**src/rtl/spart_transmit.sv**
```systemverilog
// SPART transmitter: serialises processor-written bytes as 8N1 frames on TxD.
// A holding register lets the driver queue the next byte while the shift
// register is on the wire; back-to-back frames run with no idle gap.
module spart_transmit #(
  parameter int DATA_BITS  = 8,
  parameter int OVERSAMPLE = 16
) (
  input  logic       clk,
  input  logic       rst,
  input  logic       Enable,
  input  logic       IORW,
  input  logic [1:0] IOADDR,
  input  logic [7:0] DATA,
  output logic       TxD,
  output logic       TBR
);

  localparam logic [3:0] TICK_MAX = 4'(OVERSAMPLE - 1);
  localparam logic [2:0] BIT_MAX  = 3'(DATA_BITS - 1);

  typedef enum logic [1:0] {S_IDLE, S_START, S_DATA, S_STOP} state_t;

  state_t     state, state_n;
  logic [3:0] tick, tick_n;
  logic [2:0] bitc, bit_n;
  logic [7:0] shift, shift_n;
  logic [7:0] holding;
  logic       hold_full;
  logic       txd_n;
  logic       load;
  logic       wr_strobe;

  assign wr_strobe = !IORW && (IOADDR == 2'b00);
  assign TBR       = !hold_full;

  // Next-state, counters and next TxD level; everything advances on Enable only.
  always_comb begin
    state_n = state;
    tick_n  = tick;
    bit_n   = bitc;
    shift_n = shift;
    txd_n   = TxD;
    load    = 1'b0;
    case (state)
      S_IDLE: begin
        txd_n = 1'b1;
        if (Enable && hold_full) begin
          load    = 1'b1;
          shift_n = holding;
          tick_n  = 4'd0;
          state_n = S_START;
          txd_n   = 1'b0;
        end
      end
      S_START: begin
        if (Enable) begin
          if (tick == TICK_MAX) begin
            tick_n  = 4'd0;
            bit_n   = 3'd0;
            state_n = S_DATA;
            txd_n   = shift[0];
          end else begin
            tick_n = tick + 4'd1;
          end
        end
      end
      S_DATA: begin
        if (Enable) begin
          if (tick == TICK_MAX) begin
            shift_n = shift >> 1;
            tick_n  = 4'd0;
            if (bitc == BIT_MAX) begin
              state_n = S_STOP;
              txd_n   = 1'b1;
            end else begin
              bit_n = bitc + 3'd1;
              txd_n = shift[1];  // becomes shift[0] after this edge
            end
          end else begin
            tick_n = tick + 4'd1;
          end
        end
      end
      S_STOP: begin
        if (Enable) begin
          if (tick == TICK_MAX) begin
            tick_n = 4'd0;
            if (hold_full) begin
              // chain straight into the next start bit, no idle gap
              load    = 1'b1;
              shift_n = holding;
              state_n = S_START;
              txd_n   = 1'b0;
            end else begin
              state_n = S_IDLE;
              txd_n   = 1'b1;
            end
          end else begin
            tick_n = tick + 4'd1;
          end
        end
      end
      default: begin
        state_n = S_IDLE;
        txd_n   = 1'b1;
      end
    endcase
  end

  // FSM, counters, shift register and registered line output.
  always_ff @(posedge clk or negedge rst) begin
    if (!rst) begin
      state <= S_IDLE;
      tick  <= 4'd0;
      bitc  <= 3'd0;
      shift <= 8'd0;
      TxD   <= 1'b1;
    end else begin
      state <= state_n;
      tick  <= tick_n;
      bitc  <= bit_n;
      shift <= shift_n;
      TxD   <= txd_n;
    end
  end

  // Holding register: a transfer empties it; a write fills it only if it was
  // already empty before the edge, so a write racing a transfer is dropped.
  always_ff @(posedge clk or negedge rst) begin
    if (!rst) begin
      holding   <= 8'd0;
      hold_full <= 1'b0;
    end else if (load) begin
      hold_full <= 1'b0;
    end else if (wr_strobe && !hold_full) begin
      holding   <= DATA;
      hold_full <= 1'b1;
    end
  end

endmodule

```
**config.mk**
```make
export PLATFORM = sky130hd
export DESIGN_NAME = spart_transmit
export DESIGN_NICKNAME = d
export VERILOG_FILES = /design/src/rtl/spart_transmit.sv
export SDC_FILE = /design/constraint.sdc
export NUM_CORES = 1
export LEC_CHECK = 0
export BUFFER_PORTS_ARGS = -buffer_cell sky130_fd_sc_hd__buf_2
export CAP_MARGIN = 10
export CORE_UTILIZATION = 57
export DETAILED_ROUTE_END_ITERATION = 6
export GPL_ROUTABILITY_DRIVEN = 0
export PLACE_DENSITY = 0.78
export SLEW_MARGIN = 25
export SYNTH_ARGS = -nofsm -noshare
export SYNTH_HDL_FRONTEND = slang
export SYNTH_SLANG_ARGS = --single-unit
```
**constraint.sdc**
```tcl
create_clock -name clk -period 2.7 [get_ports clk]
set_clock_uncertainty 0.1 [all_clocks]
set_input_delay 0.135 -clock clk [delete_from_list [all_inputs] [get_ports clk]]
set_output_delay 0.135 -clock clk [all_outputs]
set_load 0.1 [all_outputs]
```
## Yosys cells after proc, flatten, opt, wreduce, memory -nomap -nowiden

Index checks and enable logic that the tools add are counted.

| cells by class | value |
|---|---|
| reductions and logical operators | 17 |
| bitwise operators | 1 |
| equal/unequal tests | 16 |
| multiplexer cells | 44 |
| $add $sub $neg | 2 |

Operators with widths:

| operator | count |
|---|---|
| 8-bit 2-to-1 mux | 6 |
| 8-bit one-hot mux with 3 select lines | 1 |
| 2-bit != test (second input constant) | 10 |
| 1-bit 2-to-1 mux | 16 |
| 2-bit 2-to-1 mux | 8 |
| 3-bit 2-to-1 mux | 5 |
| 4-bit 2-to-1 mux | 3 |
| 6-bit AND reduction | 2 |
| 2-bit one-hot mux with 4 select lines | 1 |
| 4-bit one-hot mux with 2 select lines | 1 |
| 8-bit AND reduction | 1 |
| 7-bit AND reduction | 1 |
| 3-bit one-hot mux with 2 select lines | 1 |
| 4-bit by 1-bit adder with 4-bit output (second input constant) | 1 |
| 2-bit == test (second input constant) | 2 |
| 4-bit == test (second input constant) | 1 |
| 2-bit logical NOT | 2 |
| 1-bit one-hot mux with 4 select lines | 1 |
| 2-bit AND reduction | 2 |
| 2-bit nonzero test | 2 |
| 3-bit by 1-bit adder with 3-bit output (second input constant) | 1 |
| 3-bit == test (second input constant) | 1 |
| 1-bit logical AND | 3 |
| 3-bit nonzero test | 1 |
| other kinds (6) | 7 |

| storage, ports and cells | value |
|---|---|
| input port bits | 14 |
| output and inout bits | 2 |
| word-level logic and storage cells | 87 |
| flip-flop bits (word level) | 27 |

## Logic depth before layout (Yosys ltp)

| depth | value |
|---|---|
| word-level depth | 6 |
| depth in mapped cells | 7 |

## Worst setup path after synthesis

OpenSTA, ideal clock, no wires.

| timing | value |
|---|---|
| path type | register to register |
| start | register state[0] |
| end | register shift[4] |
| stages on the path, launching flop included | 7 |
| setup slack | 0.784 ns |
| clock period less this slack | 1.916 ns |
| arrival | 1.691 ns |
| path buffers | 2 |
| library setup time | 0.125 ns |
| required time | 2.475 ns |
| cell sequence | dfrtp_1 inv_1 ha_1 buf_2 buf_1 mux2_2 mux2_2 |

| between the ends | value |
|---|---|
| longest elaborated chain between the ends | 3 |

RTL lines:

| item | RTL line | source |
|---|---|---|
| from (decl) | 23 | `state_t state, state_n;` |
| from (signal assigned) | 119 | `state <= state_n;` |
| 2-bit == test / 2-bit logical NOT (equally long branches) | 44 | `case (state)` |
| 2-bit != test (no source line) / 3-bit nonzero test (equally long branches) | -- |  |
| 7-bit AND reduction (no source line) | -- |  |
| to (signal assigned) | 122 | `shift <= shift_n;` |
| to (decl) | 26 | `logic [7:0] shift, shift_n;` |

Parallel ways exist; a longest one is shown, timed or not.
A chain may end at the register's enable or synchronous reset.

## Worst setup path after layout

| timing | value |
|---|---|
| start | register state[0] |
| end | register shift[5] |

The elaborated chain is that of the path after synthesis.

==> impl_results.md <==
- Hold_sp: IORW
- Initial drt markers: 29
- Setup TNS: 0 ns
- Clock power frac: around 9%
- Post-synth EDFFs: 0
- Clk_lat worst skew: about 0.33 ns
- Top-area cell type share of the netlist area: approximately 44%
- Post-synth cell types: 36
- CP peak stage delay: 0.58 ns
- Leading area contributor after synthesis: dfrtp_1
- Fin. Hold Viols: 0
- Post-layout min period: roughly 2.3 ns
- RR Endpoint: shift[5]
- Post-CTS Resized: 0
- Post-Route WL: about 2.9 mm
- Pwr Density: 1140 nW/um2
- Width of the die: 53 um
- Combinational share of power: 51.9%
- Most frequent cell after synthesis: dfrtp_1
- DR WL/cell: 15.8 um
- Post-synthesis cell area: 1480 um2
- DP HPWL: roughly 2.0 mm
- Leakage: roughly 0.76 nW
- Critical Path Sink Type: flop
- RSZ-0062 raised after global routing: false
- Worst Path Arrival: 2.38 ns
- Worst Tran Pin Value: about 0.66 ns
- Overflow after GRT: 0
- Worst Setup Slack, final: 0.446 ns
- Post-synth top flop: dfrtp_1
- Number of global-route vias before repair: just over 1000
- Synthesized area per cell: ~12 um2
- FF-to-FF path depth: 6
- Post-CTS setup buffer count: 0
- Post-synthesis sequential area ratio: 45.7%
- Detailed-route DRC error count: 0
- Fraction of registers with async set/reset: 100%
- Largest delay contributor family on the critical path: adder cells
- Clock sink count: 27
- Final setup fails: 0
- DR vias: 1080
- Sw Pwr: between 0.7 and 0.8 mW
- Synth area leaders: dfrtp_1, mux2_2, ha_1
- Cells after Synth: roughly 130
- Worst Hold Class: in -> reg
- Final period utilization: 83.5%
- Largest net degree at the start of global routing: 28
- ANT cells: 0
- Initial antenna violation count: 0
- Sequential Power Share: a little under 40%
- Filler cells: ~190
- VDD IR max: about 0.8 mV
- YS warnings: 0
- Global-route wire length before repair: roughly 4.7 mm
- Register bit total from synthesis: 27
- CP Launch Type: flop
- Syn Nets: 150
- Post-route ant nets: 0
- Initial DRT Pass Iterations: 4
- Number of port buffers: 15
- Sw frac: slightly above 40%
- Full die area: 2810 um2
- Fin util: 68.2%
- Internal power: approximately 1.1 mW
- P&R area growth vs syn: 13.9%
- Layout cell share with drive strength beyond 1: a little under a third
- Crit Path Max Fanout: 17
- F_max: 0.444 GHz
- Clk slew on worst S/H paths: between 0.1 and 0.15 ns
- GR Util All Layers: between 20% and 30%
- Core area: 2480 um2
- H-tree Lvls: 1
- Status: finished, final reports clean
- Hold EP: hold_full
- Hold Crit Depth: 3
- Place WS: slightly below 0.5 ns
- Num ports: 16
- Req. time, crit path: between 2 and 3 ns
- CTS tree: yes
- Die H: between 50 and 60 um
- Worst slew margin: ~56%
- Maximum clock insertion buffer count: 2
- Crit path cell chain: inv_1 -> ha_1 -> nand2b_1 -> a22oi_1 -> nor3_4 -> mux2_2
- Nets: 174
- WP buf/inv: 1
- Row cnt: 18
- R2R Setup Slk: 0.45 ns
- Vias per Instance: 5.97
- Num CTS Buffers: 3
- Starting density of the core: about three fifths
- Kind of critical path: reg -> reg
- Final Slew Violations: 0
- Maxcap violations: 0
- Commonest cells in the netlist: dfrtp_1, mux2_2, ha_1
- Worst r2r src: state[0]
- Slowest cell on the critical path: ha_1
- Clock root buffer: clkbuf_4
-- per-layer routing --
layer / share of wire (%) / up-vias / global-route usage [%]
met5: 0 / - / 0
met4: 1.3 / 0 / 7.02
met3: 3.6 / 5 / 3.45
met1: 43 / 531 / 28.6
met2: 52 / 29 / 43.0
li1: - / 515 / -
-- how the worst max path moves through the flow --
stage,startpoint,slack [ns],depth (start not counted),to
6_report,state[0],0.45,6,shift[5]
5_1_grt,state[0],0.33,6,shift[4]
4_1_cts,state[0],0.48,6,shift[3]
3_5_place_dp,state[0],0.49,6,shift[5]
3_3_place_gp,state[0],0.60,6,shift[2]
2_1_floorplan,state[0],0.78,6,shift[4]
-- placed cells by master, fill, tap and decap left out, types with 2 or more instances in the layout --
cell type and instances:
a22o_1 5, inv_1 6, mux2_2 24, o21ai_0 7, a21oi_1 5, nor2b_1 3, a211oi_1 2, o21bai_1 2
nand2_1 5, ha_1 8, a21o_1 2, nor2_1 6, buf_2 15, clkbuf_4 3, dlygate4sd3_1 9, nand2b_1 2
nor3b_1 2, dfrtp_1 26
-- cell families (layout without fill, tap and decap cells) --
| group | after synthesis | after routing | share of synthesized area [%] |
|---|---|---|---|
| mux | 24 | 24 | 18.2 |
| simple gates | 26 | 26 | 11.4 |
| flops | 27 | 27 | 45.7 |
| fa+ha+maj | 8 | 8 | 6.75 |
| buf+inv | 11 | 34 | 3.04 |
| compound gates | 32 | 32 | 14.9 |
-- power by group through the flow --
stage | Clock [mW] | Sequential [mW] | Combinational (mW)
global placement | 0 | 0.743 | 0.939
floorplan | 0 | 0.765 | 0.781
CTS | 0.181 | 0.750 | 0.995
finish | 0.174 | 0.753 | 1.00
global route | 0.190 | 0.778 | 1.09
detailed placement | 0 | 0.760 | 0.982
-- worst register-to-register path: stages (launching register included) --
cell      delay (ns)
dfrtp_1         0.44
inv_1           0.13
ha_1            0.58
nand2b_1        0.15
a22oi_1         0.34
nor3_4          0.13
mux2_2          0.29
-- state kept, by name (all words and copies together), names as in the netlist --
signal	flops
TxD	1
holding	8
tick	4
bitc	3
state	2
hold_full	1
shift	8
-- what timing repair did --
item                                    4_1_cts  5_1_grt
endpoints found under the setup margin        0        0
hold endpoints to repair                     34        0
hold buffers                                  9        0
-- cell type report --
class / instances / area (um2) / share of cell area [%]
multi-input combinational: 90 / 761 / 45.0
tap: 30 / 37.5 / 2.22
clock buffer: 4 / 26.3 / 1.56
timing repair buffer: 24 / 165 / 9.78
inverter: 6 / 22.5 / 1.33
sequential: 27 / 677 / 40.1
-- per-stage QoR --
| step | area (um2) | hold slack [ns] | power (mW) | instances |
|---|---|---|---|---|
| 5_1_grt | 1690 | 0.0735 | 2.06 | 181 |
| 2_1_floorplan | 1480 | -0.261 | 1.55 | 128 |
| 3_3_place_gp | 1570 | 0.0680 | 1.68 | 168 |
| 4_1_cts | 1690 | 0.0729 | 1.92 | 181 |
| 6_report | 1690 | 0.0764 | 1.93 | 181 |
| 3_5_place_dp | 1570 | 0.0747 | 1.74 | 168 |
Power figures use the tool's default switching activity.
